===== src/rtl/bank_row_sequencer.sv =====
// Per-bank command sequencer: maps device rows onto BRAM row slots and
// drives the Bank beat by beat, enforcing tRCD/tRP spacing.
module bank_row_sequencer #(
    parameter int ROWWIDTH = 16,
    parameter int COLWIDTH = 10,
    parameter int CHWIDTH  = 5,
    parameter int BLWIDTH  = 3,
    parameter int TRCD     = 4,
    parameter int TRP      = 4
) (
    input  logic                clk,
    input  logic                rst,
    input  logic [2:0]          cmd,
    input  logic [ROWWIDTH-1:0] row_addr,
    input  logic [COLWIDTH-1:0] col_addr,
    output logic                bank_rd_o_wr,
    output logic [CHWIDTH-1:0]  bank_row,
    output logic [COLWIDTH-1:0] bank_column,
    output logic                beat_valid,
    output logic                busy,
    output logic                row_open,
    output logic                cmd_err,
    output logic                evict
);

    localparam int CHROWS = 1 << CHWIDTH;
    localparam int BL     = 1 << BLWIDTH;

    typedef enum logic [2:0] {
        IDLE, ACTIVATING, ACTIVE, BURST, PRECHARGING
    } state_t;

    state_t state, state_n;

    logic [3:0]          cnt;
    logic [BLWIDTH-1:0]  beat;
    logic [CHROWS-1:0]   valid;
    logic [ROWWIDTH-1:0] tag [CHROWS];
    logic [CHWIDTH-1:0]  rr;
    logic [CHWIDTH-1:0]  hit_idx;
    logic [CHWIDTH-1:0]  free_idx;
    logic                hit;
    logic                has_free;
    logic                is_act;
    logic                is_rw;
    logic                is_pre;
    logic                err;

    assign is_act = (cmd == 3'd1);
    assign is_rw  = (cmd == 3'd2) || (cmd == 3'd3);
    assign is_pre = (cmd == 3'd4);

    // Scanning downward leaves the lowest-index free slot in free_idx.
    always_comb begin
        hit      = 1'b0;
        hit_idx  = '0;
        has_free = 1'b0;
        free_idx = '0;
        for (int i = CHROWS - 1; i >= 0; i--) begin
            if (valid[i] && tag[i] == row_addr) begin
                hit     = 1'b1;
                hit_idx = CHWIDTH'(i);
            end
            if (!valid[i]) begin
                has_free = 1'b1;
                free_idx = CHWIDTH'(i);
            end
        end
    end

    always_comb begin
        state_n = state;
        err     = 1'b0;
        unique case (state)
            IDLE: begin
                if (is_act)
                    state_n = (TRCD == 1) ? ACTIVE : ACTIVATING;
                else if (is_rw)
                    err = 1'b1;
            end
            ACTIVATING: begin
                err = is_act || is_rw || is_pre;
                if (cnt == 4'd1)
                    state_n = ACTIVE;
            end
            ACTIVE: begin
                if (is_rw)
                    state_n = BURST;
                else if (is_pre)
                    state_n = (TRP == 1) ? IDLE : PRECHARGING;
                else if (is_act)
                    err = 1'b1;
            end
            BURST: begin
                err = is_act || is_rw || is_pre;
                if (beat == BLWIDTH'(BL - 1))
                    state_n = ACTIVE;
            end
            PRECHARGING: begin
                err = is_act || is_rw || is_pre;
                if (cnt == 4'd1)
                    state_n = IDLE;
            end
            default: state_n = IDLE;
        endcase
    end

    always_ff @(posedge clk) begin
        if (rst) begin
            state        <= IDLE;
            valid        <= '0;
            rr           <= '0;
            cnt          <= '0;
            beat         <= '0;
            bank_rd_o_wr <= 1'b0;
            bank_row     <= '0;
            bank_column  <= '0;
            beat_valid   <= 1'b0;
            busy         <= 1'b0;
            row_open     <= 1'b0;
            cmd_err      <= 1'b0;
            evict        <= 1'b0;
        end else begin
            state    <= state_n;
            cmd_err  <= err;
            evict    <= 1'b0;
            busy     <= !(state_n == IDLE || state_n == ACTIVE);
            row_open <= (state_n == ACTIVATING) || (state_n == ACTIVE)
                        || (state_n == BURST);
            unique case (state)
                IDLE: begin
                    if (is_act) begin
                        cnt <= 4'(TRCD - 1);
                        if (hit) begin
                            bank_row <= hit_idx;
                        end else if (has_free) begin
                            bank_row        <= free_idx;
                            valid[free_idx] <= 1'b1;
                            tag[free_idx]   <= row_addr;
                        end else begin
                            bank_row <= rr;
                            tag[rr]  <= row_addr;
                            rr       <= rr + CHWIDTH'(1);
                            evict    <= 1'b1;
                        end
                    end
                end
                ACTIVATING, PRECHARGING: cnt <= cnt - 4'd1;
                ACTIVE: begin
                    if (is_rw) begin
                        beat         <= '0;
                        beat_valid   <= 1'b1;
                        bank_rd_o_wr <= (cmd == 3'd3);
                        bank_column  <= col_addr;
                    end else if (is_pre) begin
                        cnt <= 4'(TRP - 1);
                    end
                end
                BURST: begin
                    if (beat == BLWIDTH'(BL - 1)) begin
                        beat_valid   <= 1'b0;
                        bank_rd_o_wr <= 1'b0;
                    end else begin
                        // Wrap within the BL-aligned block.
                        beat <= beat + BLWIDTH'(1);
                        bank_column[BLWIDTH-1:0] <=
                            bank_column[BLWIDTH-1:0] + BLWIDTH'(1);
                    end
                end
                default: ;
            endcase
        end
    end

endmodule

===== config.mk =====
export PLATFORM = sky130hd
export DESIGN_NAME = bank_row_sequencer
export DESIGN_NICKNAME = d
export VERILOG_FILES = /design/src/rtl/bank_row_sequencer.sv
export SDC_FILE = /design/constraint.sdc
export NUM_CORES = 1
export LEC_CHECK = 0
export BUFFER_PORTS_ARGS = -buffer_cell sky130_fd_sc_hd__buf_2
export CORE_ASPECT_RATIO = 0.6
export CORE_MARGIN = 2
export CORE_UTILIZATION = 66
export CTS_CLUSTER_SIZE = 12
export DETAILED_ROUTE_END_ITERATION = 10
export PLACE_DENSITY = 0.81
export SLEW_MARGIN = 20
export SYNTH_ARGS = -nofsm -noshare
export SYNTH_HDL_FRONTEND = slang
export SYNTH_SLANG_ARGS = --single-unit
export TNS_END_PERCENT = 20

===== constraint.sdc =====
create_clock -name clk -period 11.4 [get_ports clk]
set_input_delay 0.57 -clock clk [delete_from_list [all_inputs] [get_ports clk]]
set_output_delay 0.57 -clock clk [all_outputs]
set_load 0.01 [all_outputs]

# Yosys cells after proc, flatten, opt, wreduce, memory -nomap -nowiden

Memories as Yosys holds them, arrays and structs flattened.
Cells that the tools add are included.

Bits in registers: 68
Memory bits (writable): 512
Input port bits: 31
Output and inout bits: 21
Word-level logic and storage cells: 304
Memories: 1

Add/sub/neg operators: 4
Magnitude comparators: 2
Equality and inequality tests: 51
Mux-type cells: 175
Bitwise gates (word level): 3
Reductions and logical operators: 54

Memories:

| name | words | bits a word | rd ports | clocked after memory_dff | wr ports | line | text |
|---|---|---|---|---|---|---|---|
| tag  | 32    | 16          | 32       | 0                        | 1        | 38   | `logic [ROWWIDTH-1:0] tag [CHROWS];` |

Operator list:

| operator            | number |
|---|---|
| $eq 16x16->1        | 32 |
| $mux 5              | 67 |
| $mux 1              | 86 |
| $logic_and 1x1->1   | 33 |
| $or 32x32->32       | 1 |
| $mux 3              | 10 |
| $eq 3x2->1 const B  | 6 |
| $mux 16             | 1 |
| $reduce_or 16->1    | 1 |
| $pmux 3 s5          | 1 |
| $mux 4              | 3 |
| $ne 2x2->1 const B  | 6 |
| $pmux 3 s2          | 2 |
| $pmux 4 s3          | 1 |
| $reduce_and 4->1    | 3 |
| $eq 3x1->1 const B  | 3 |
| $eq 3x3->1 const B  | 3 |
| $add 3x1->3 const B | 2 |
| $logic_not 3->1     | 2 |
| $logic_or 1x1->1    | 6 |
| $lt 5x6->1 const B  | 1 |
| $reduce_and 3->1    | 2 |
| $add 5x1->5 const B | 1 |
| $demux 1 s5         | 1 |
| other kinds (12)    | 15 |

# Longest topological paths before layout

Gate-level depths: netlist (run 1).
An unclocked memory read counts as a cell.

Depth after elaboration: 42
Gate-level depth with buffers: 16
Mapped depth without buffers: 9

# Least setup slack after synthesis (run 1)

Ideal clock, no wire load.

Kind: input to register
Start point: in row_addr[11]
End point: mem tag[15][0] (enable)
Library setup time: 409 ps
Arrival: 3,871 ps
Path slack: 7,120 ps
Stages: 13
Path through: buf_4 buf_8 buf_8 buf_8 xnor2_1 nand2_1 o22ai_1 or4_1 nor3_4 and2_1 buf_6 a41oi_2 nor3_1

Word-level cells in the longest chain between the ends: 41
Elaborated cells between the ends (all ways): 109

RTL lines:

| item                                       | line | text |
|---|---|---|
| start, declared                            | 14   | `input logic [ROWWIDTH-1:0] row_addr,` |
| $eq 16x16->1                               | 60   | `if (valid[i] && tag[i] == row_addr) begin` |
| $logic_and 1x1->1                          | 60   |  |
| $mux 1 (31 in a row)                       | 60   |  |
| $mux 1 (*)                                 | 60   |  |
| $mux 1                                     | 134  | `if (hit) begin` |
| $mux 1                                     | 132  | `if (is_act) begin` |
| $mux 1                                     | 130  | `unique case (state)` |
| $mux 1                                     | 109  | `if (rst) begin` |
| $mux 1 (implied by the code)               | 142  | `tag[rr] <= row_addr;` |
| $reduce_or 16->1 (no line)                 | --   |  |
| $mux 5 (no line) or $mux 1 (tied branches) | --   |  |
| end, declared                              | 38   |  |

Every way passes the cells marked *; elsewhere a longest branch is shown, timed or not.

# Worst setup path in the final report (run 1)

Start point: in row_addr[15]
End point: mem tag[1][6] (enable)

Same word-level chain as after synthesis.

==> flow_summary.yaml, run 1 <==
outcome:
  outcome: "finished clean"
global_routing:
  grt_pass1_vias: 15878
  grt_use_met1: 0.4693
  gr-usage-met3: 0.05784
  grt_use_met2: 0.4210
  grt_pass1_wl_um: 95030
  grt-busiest-layer: "met1"
  grt_max_degree: 67
  overflow: 0
  grt_use_total: 0.2966
  antenna_found_initial: 2
synthesis:
  netlist_area_um2: 26470
  yosys.area.top_type_share: 0.5808
  synth_warnings: 0
  syn-num-nets: 1973
  yosys.area.top_type: "edfxtp_1"
  netlist_top_cells_area: "edfxtp_1 58%, xnor2_1 10%, xor2_1 6.7%"
  muxShareOfSynthArea: 0.0003781
  synthTopCellsByCount: "512 x edfxtp_1, 313 x xnor2_1, 202 x xor2_1"
  synth_edf_count: 512
  seq_area_frac_synth: 0.6322
  synth_compound_area_frac: 0.03791
  synth_fa_ha_area_frac: 0.002836
  yosysMostFrequentCell: "edfxtp_1"
  avgSynthCellArea_um2: 13.67
  netlist_instances: 1936
  synth_top_family_by_area: "XOR/XNOR gates"
  synth_top_flop_cell: "edfxtp_1"
  yosysUniqueCellTypes: 78
  synth-simple-area-share: 0.1251
  synth-async-reset-ratio: 0
  ys_ff_latch: 580
  synth_xor_area_frac: 0.1704
die:
  die_width_um: 262.6
  ios: 52
  initial_utilization: 0.6735
  die_h_um: 159.1
  rows: 56
  fp.coreArea_um2: 39310
  dieArea_um2: 41780
worst_setup_path:
  worst-path-buf-inv: 3
  cp_slowest_cell: "nor2_2"
  path_cells: "buf_4 > buf_4 > xor2_1 > nor4_1 > nand4b_1 > or4_1 > nand4_2 > nor4_2 > and2_1 > buf_4 > a41oi_2 > nor2_2"
  critPathCaptureType: "register"
  start_kind: "primary input"
  arrival_ns: 5.25
  required_ns: 11.61
  crit_type: "primary input to register"
  crit_family: "simple AND/OR/NAND/NOR gates"
  slowest_delay_ns: 0.89
  critPathMaxFanout: 43
  cpMostUsedCell: "buf_4"
sta:
  finalHoldViolCount: 0
  setup_violations: 0
  skew_ns: 0.01869
  slew_headroom: 0.2714
  tightestPinTransition_ns: 1.093
  grt_setup_unrepaired: "false"
  timing.final.ws_setup_ns: 6.364
  maxSlewViolCount: 0
  fin_crit_sh: 0.4417
  fmax_mhz: 198.6
  finalCriticalPeriod_ns: 5.036
  tns_ns: 0
clock_network:
  clock_sinks: 580
  cts_buffers: 54
  clock_latency_ns: 0.60
  cts_resized: 0
  htreeDepth: 2
  cts_setup_buffers: 0
  clk_path_buf_depth: 3
  cts_root_buffer: "clkbuf_16"
  cts_tree: "built"
  clkTransAtPathRegs_ns: 0.06
  postCtsHoldBufs: 0
min_path:
  hold_path.class: "primary input to register"
final_layout:
  layout.nets: 2025
  nFillCells: 2542
  areaGrowthSynthToFinish_pct: 7.926
  drive_gt1_frac: 0.09253
detailed_routing:
  dr_total_vias: 16421
  wl_per_cell_um: 24.45
  drt-pass1-iter-count: 6
  ant_nets: 0
  drc: 0
  via_per_inst: 6.455
  drt_iter0_drc: 2042
  drt_wl_total_um: 62190
power_and_ir_drop:
  power_density_nw_per_um2: 146.9
  irDropWorstVdd_v: 0.0001409
  p_leak_nw: 9.033
place:
  pre_cts_ws_ns: 5.556
  portBuffers: 51
  place.gp.congestion: 0.9696
  hpwl_um: 38450
job:
  cap_violations: 0
## final timing paths
| kind | to | slack (ns) | cells past startpoint | start |
|---|---|---|---|---|
| setup / recovery | tag[1][6] | 6.36 | 12 | row_addr[15] |
| hold / removal | bank_column[4] | 0.22 | 3 | col_addr[4] |
| setup reg to reg | tag[7][13] | 6.97 | 9 | valid[4] |
| hold reg to reg | bank_column[6] | 0.46 | 2 | bank_column[6] |
## area by class of cell
class / instances / area (um^2) / share of cell area
timing repair buffer: 85 / 550.5 / 0.01927
multi-input combinational: 1252 / 9047 / 0.3167
inverter: 15 / 56.30 / 0.001971
sequential: 580 / 16740 / 0.5858
clock buffer: 87 / 1496 / 0.05238
clock inverter: 2 / 28.78 / 0.001007
antenna: 1 / 2.502 / 0.00008758
tap: 522 / 653.1 / 0.02286
## power breakdown
| group | leakage [nW] | switching [mW] | internal, mW |
|---|---|---|---|
| Clock | 0.730 | 0.749 | 0.890 |
| Sequential | 5.15 | 0.00366 | 2.31 |
| Combinational | 3.15 | 0.165 | 0.0771 |
| Total | 9.03 | 0.917 | 3.28 |
## layout by cell type (no fill, tap or decap), drive strengths merged, types with 8 or more instances in the layout
master	instances
dfxtp	68
clkbuf	87
a41oi	15
nand2b	14
nor3b	12
xor2	202
buf	85
a21oi	47
inv	16
nand4	101
or3	8
nor3	45
nand2	97
xnor2	313
edfxtp	512
or4	29
or2	12
o21ai	14
nand4b	12
nor2b	19
nor2	74
nand3	60
nor4	57
and2	9
a31oi	21
## worst min-delay path: cells and delay by family
family	cells	cell delay, ns
buffers and inverters	1	0.09
AND/OR/NAND/NOR	1	0.05
AO/OA/AOI/OAI	1	0.05
## metal layers
metal / up-vias / wire, um
li1: 7239 / -
met1: 8119 / 27780
met2: 931 / 26440
met3: 130 / 6522
met4: 2 / 1411
met5: - / 41
## cell families (layout without fill, tap and decap cells)
logic type,after synthesis,in the layout
AO/OA/AOI/OAI,148,148
XOR/XNOR,515,515
adder cells (fa/ha/maj),6,6
buffers and inverters,104,189
flip-flops,580,580
multiplexers,1,1
other,0,1
AND/OR/NAND/NOR,582,582
## per-stage QoR
step                power (mW)  utilization  instances  area (um^2)  hold slack (ns)
floorplan                2.529            -       1936        26470           0.4356
global placement         2.592       0.6863       2454        26980           0.4383
detailed placement       2.600       0.6868       2454        27000           0.4520
CTS                      4.214       0.7256       2543        28520           0.1975
global route             4.315       0.7268       2543        28570           0.2162
finish                   4.197       0.7269       2544        28570           0.2156
## registers in the layout, summed over array words and instances (netlist names), 3 cells and up
name / flops
state: 3
bank_column: 10
tag: 512
cnt: 4
bank_row: 5
beat: 3
rr: 5
valid: 32
Power figures use the tool's default switching activity.
==> run 2: changes to the inputs <==
--- a/config.mk
+++ b/config.mk
@@ -8,10 +8,10 @@
 export BUFFER_PORTS_ARGS = -buffer_cell sky130_fd_sc_hd__buf_2
 export CORE_ASPECT_RATIO = 0.6
 export CORE_MARGIN = 2
-export CORE_UTILIZATION = 66
+export CORE_UTILIZATION = 57
 export CTS_CLUSTER_SIZE = 12
 export DETAILED_ROUTE_END_ITERATION = 10
-export PLACE_DENSITY = 0.81
+export PLACE_DENSITY = 0.74
 export SLEW_MARGIN = 20
 export SYNTH_ARGS = -nofsm -noshare
 export SYNTH_HDL_FRONTEND = slang
==> constraint.sdc (replaced) <==
create_clock -name clk -period 4.3 [get_ports clk]
set_input_delay 0.215 -clock clk [delete_from_list [all_inputs] [get_ports clk]]
set_output_delay 0.215 -clock clk [all_outputs]
set_load 0.01 [all_outputs]
==> run 2 against run 1 <==
Net effect:
- routed wire length rose by 5.0%
- power rose to 2.7 times the previous value
- sequential power grew to 2.6 times the previous value
- critical endpoint is now tag[29][11]
==> flow_summary.yaml, run 2 (synthesis gave the netlist of run 1 again) <==
final_layout:
  mostFrequentLayoutCells: "512 x edfxtp_1, 313 x xnor2_1, 202 x xor2_1, 108 x buf_4, 98 x nand4_1"
  top_regs: "tag x512, valid x32, bank_column x10"
  regMostFlops: "tag"
  largest_reg_flops: 512
  antenna_cells: 0
  drive_gt1_frac: 0.1324
  layout.nets: 2138
  fin_cells: 2768
  final_common_cell: "edfxtp_1"
  areaGrowthSynthToFinish_pct: 13.73
  nFillCells: 3330
  post-route-util: 0.6531
global_routing:
  grt_pass1_wl_um: 98120
  overflow: 0
  grt_max_degree: 66
  grt_use_total: 0.2710
  antenna_found_initial: 0
  grt_pass1_vias: 15962
power_and_ir_drop:
  power_density_nw_per_um2: 377.3
  irDropWorstVdd_v: 0.0003144
  p_leak_nw: 9.768
  total_power_mw: 11.36
place:
  portBuffers: 51
  pre_cts_ws_ns: 0.1622
  dp_cells: 2658
  hpwl_um: 43490
  place.gp.congestion: 0.9805
clock_network:
  postCtsHoldBufs: 16
  cts_setup_buffers: 0
  clk_path_buf_depth: 3
  cts_root_buffer: "clkbuf_16"
  cts_tree: "built"
  cts_buffers: 55
  clkTransAtPathRegs_ns: 0.06
  clock_latency_ns: 0.59
  htreeDepth: 2
  cts_resized: 0
  clock_sinks: 580
min_path:
  min-delay-start: "row_addr[5]"
  hold_path.class: "primary input to register"
detailed_routing:
  drc: 0
  drt_iter0_drc: 1890
  wl_per_cell_um: 23.59
  via_per_inst: 5.996
  ant_nets: 0
  drt_wl_total_um: 65290
  dr_total_vias: 16596
  drt-pass1-iter-count: 5
sta:
  slew_headroom: 0.3532
  grt_setup_unrepaired: "false"
  tightestPinTransition_ns: 0.9614
  skew_ns: 0.02224
  fmax_mhz: 255.9
  fin_crit_sh: 0.9086
  maxSlewViolCount: 0
  finalCriticalPeriod_ns: 3.907
  setup_violations: 0
  timing.final.ws_setup_ns: 0.3929
  tns_ns: 0
  finalHoldViolCount: 0
die:
  die_width_um: 282.2
  die_h_um: 170.9
  ios: 52
  rows: 61
  initial_utilization: 0.5743
  dieArea_um2: 48240
  fp.coreArea_um2: 46100
worst_setup_path:
  path_cells: "dlygate4sd3_1 > buf_4 > buf_4 > xor2_1 > or4_1 > or4_1 > o22ai_1 > or4_1 > nor3_4 > and2_1 > a41oi_2 > buf_4 > nor3_4"
  slowest_delay_ns: 0.75
  crit_family: "simple AND/OR/NAND/NOR gates"
  crit_type: "primary input to register"
  startpoint: "row_addr[10]"
  critPathMaxFanout: 16
  cp_slowest_cell: "nor3_4"
  worst-path-buf-inv: 4
  start_kind: "primary input"
  required_ns: 4.50
  arrival_ns: 4.11
  critPathCaptureType: "register"
  rr_startpoint: "tag[25][3]"
outcome:
  outcome: "finished clean"
job:
  cap_violations: 0
run 2: where the power goes:
group / leakage [nW] / total, mW / switching (mW) / internal [mW]
Sequential: 5.15 / 6.14 / 0.00829 / 6.13
Combinational: 3.86 / 0.755 / 0.463 / 0.292
Clock: 0.755 / 4.47 / 2.01 / 2.46
run 2: final timing paths:
kind | end | slack [ns] | cells past startpoint
hold reg to reg | bank_column[3] | 0.46 | 2
hold / removal | tag[25][5] | 0.04 | 1
setup / recovery | tag[29][11] | 0.39 | 13
setup reg to reg | tag[29][11] | 0.59 | 10
run 2: cell type report:
class,count,area [um^2],area share
Tap cell,630,788.3,0.02618
Clock inverter,4,47.55,0.001579
Multi-Input combinational cell,1252,9046,0.3004
Sequential cell,580,16740,0.5559
Inverter,15,56.30,0.001870
Timing Repair Buffer,197,1907,0.06333
Clock buffer,90,1528,0.05074
run 2: per-stage QoR:
step	hold slack [ns]	area, um^2
floorplan	0.3139	26470
global placement	0.4381	28300
detailed placement	0.4492	28370
CTS	0.01703	30100
global route	0.02242	30110
finish	0.03814	30110
run 2: per-layer routing:
layer  part of all wire  up-vias  GRT usage
met5                  0        -          0
met4              0.022        0    0.06671
met3              0.098      107    0.06364
met2               0.41      763     0.3778
met1               0.47     8248     0.4252
li1                   -     7478          -
==> run 3: changes to the inputs <==
--- a/config.mk
+++ b/config.mk
@@ -6,12 +6,16 @@
 export NUM_CORES = 1
 export LEC_CHECK = 0
 export BUFFER_PORTS_ARGS = -buffer_cell sky130_fd_sc_hd__buf_2
+export CELL_PAD_IN_SITES_DETAIL_PLACEMENT = 0
+export CELL_PAD_IN_SITES_GLOBAL_PLACEMENT = 1
 export CORE_ASPECT_RATIO = 0.6
 export CORE_MARGIN = 2
-export CORE_UTILIZATION = 57
+export CORE_UTILIZATION = 49
+export CTS_BUF_LIST = sky130_fd_sc_hd__clkbuf_8
 export CTS_CLUSTER_SIZE = 12
 export DETAILED_ROUTE_END_ITERATION = 10
-export PLACE_DENSITY = 0.74
+export HOLD_SLACK_MARGIN = 0.1
+export PLACE_DENSITY = 0.76
 export SLEW_MARGIN = 20
 export SYNTH_ARGS = -nofsm -noshare
 export SYNTH_HDL_FRONTEND = slang
==> run 3 against run 2 <==
Net effect:
- final cell count increased by 6.6%
- worst setup slack got worse by 0.23 ns
- highest routed layer unchanged
- critical path depth stayed put
- largest power group unchanged
==> flow_summary.yaml, run 3 (synthesis gave the netlist of run 1 again) <==
outcome:
  outcome: "finished clean"
worst_setup_path:
  slowest_delay_ns: 0.57
  worst-path-buf-inv: 4
  critPathCaptureType: "register"
  r2r_end: "tag[16][1]"
  cp_slowest_cell: "or4_1"
  arrival_ns: 4.46
  r2r_cells: 11
  required_ns: 4.63
  start_kind: "primary input"
  critPathMaxFanout: 23
  path_cells: "dlygate4sd3_1 > buf_4 > xor2_1 > or4_1 > or4_1 > o22ai_1 > or4_1 > nor3_4 > and2_1 > buf_4 > a21boi_1 > o21a_1 > buf_4"
  crit_cells: 13
  crit_family: "simple AND/OR/NAND/NOR gates"
  crit_type: "primary input to register"
  rr_startpoint: "tag[31][6]"
  rrSetupSlack_ns: 0.38
die:
  ios: 52
  die_width_um: 304.1
  fp.coreArea_um2: 52940
  die_h_um: 184.0
  rows: 65
  dieArea_um2: 55960
  initial_utilization: 0.5000
min_path:
  min_to: "bank_row[0]"
  min_path_cells: 5
  hold_path.class: "primary input to register"
  min-delay-start: "rst"
sta:
  tightestPinTransition_ns: 0.9847
  setup_violations: 0
  fin_crit_sh: 0.9615
  tns_ns: 0
  finalCriticalPeriod_ns: 4.135
  grt_setup_unrepaired: "false"
  finalHoldViolCount: 0
  maxSlewViolCount: 0
  slew_headroom: 0.3352
  skew_ns: 0.04327
  fmax_mhz: 241.9
  holdWs_ns: 0.1374
clock_network:
  cts_tree: "built"
  clk_path_buf_depth: 3
  clkTransAtPathRegs_ns: 0.06
  cts_buffers: 85
  htreeDepth: 3
  clock_latency_ns: 0.66
  cts_root_buffer: "clkbuf_8"
  clock_sinks: 580
power_and_ir_drop:
  internal_power_mw: 8.535
  p_leak_nw: 10.04
  pwr-share-comb: 0.070
  clockPowerShare: 0.382
  p_switching_mw: 2.677
  power_density_nw_per_um2: 368.3
  seqPwrFrac: 0.547
  irDropWorstVdd_v: 0.0002906
  switching_share: 0.2387
final_layout:
  register_area_um2: 16740
  fin_cells: 2950
  multi_input_area_um2: 9027
  largest_reg_flops: 512
  areaGrowthSynthToFinish_pct: 14.98
  drive_gt1_frac: 0.1633
  top_regs: "tag x512, valid x32, bank_column x10"
  mostFrequentLayoutCells: "512 x edfxtp_1, 313 x xnor2_1, 202 x xor2_1, 149 x buf_4, 98 x nand4_1"
  fin_area_um2: 30440
  final_common_cell: "edfxtp_1"
  nFillCells: 4198
  layout.nets: 2212
  antenna_cells: 0
  regMostFlops: "tag"
detailed_routing:
  wl_per_cell_um: 22.99
  drt_iter0_drc: 1780
  ant_nets: 0
  drt-pass1-iter-count: 5
  drt_wl_total_um: 67810
  dr_total_vias: 16752
  via_per_inst: 5.679
  drc: 0
global_routing:
  overflow: 0
  grt_use_total: 0.2442
  antenna_found_initial: 0
  grt_max_degree: 65
  grt_pass1_vias: 16321
  grt_pass1_wl_um: 102700
place:
  dp_cells: 2760
  place.gp.congestion: 0.9308
  place_area_um2: 28500
  hpwl_um: 45240
  portBuffers: 51
job:
  cap_violations: 0
[run 3: power by group through the flow]
stage / combinational [mW] / clock [mW] / sequential [mW]
2_1_floorplan: 0.444 / 0 / 6.26
3_3_place_gp: 0.748 / 0 / 6.26
3_5_place_dp: 0.761 / 0 / 6.26
4_1_cts: 0.787 / 4.36 / 6.14
5_1_grt: 0.848 / 4.59 / 6.13
6_report: 0.788 / 4.29 / 6.14
[run 3: layout make-up]
class | instances | area share
clock buffer | 94 | 0.04250
clock inverter | 65 | 0.01056
inverter | 15 | 0.001850
multi-input combinational | 1252 | 0.2966
sequential | 580 | 0.5498
tap | 703 | 0.02890
timing repair buffer | 241 | 0.06980
[run 3: worst max path at each step]
stage,from,to
after floorplan,row_addr[11],tag[15][0]
after global placement,row_addr[13],tag[5][0]
after detailed placement,row_addr[13],tag[31][11]
after CTS,row_addr[13],tag[31][1]
after global routing,row_addr[11],tag[29][15]
final,row_addr[6],tag[16][1]
[run 3: repair_timing]
item / CTS / global route
hold buffers: 31 / 0
setup buffers: 0 / 0
hold endpoints to repair: 202 / 0
resized for setup: 0 / 0
[run 3: metrics by stage]
step | setup slack (ns) | utilization | total power, mW
global route | 0.1051 | 0.5749 | 11.58
CTS | 0.1080 | 0.5747 | 11.28
detailed placement | -0.03627 | 0.5383 | 7.019
finish | 0.1654 | 0.5749 | 11.21
global placement | 0.04303 | 0.5376 | 7.005
floorplan | 0.3752 | - | 6.704
[run 3: routing by layer]
layer  global-route usage  up-vias  part of all wire
met2               0.3377      710              0.40
li1                     -     7656                 -
met1               0.3885     8295              0.49
met4              0.05771        0             0.017
met3              0.05037       91             0.087
met5                    0        -                 0
[run 3: worst reg2reg max path, stage by stage (launching register included)]
cell and delay (ns):
edfxtp_1 0.38, xor2_1 0.17, or4_1 0.57, or4_1 0.48, o22ai_1 0.39, or4_1 0.28, nor3_4 0.06, and2_1 0.22
buf_4 0.25, a21boi_1 0.35, o21a_1 0.17, buf_4 0.27
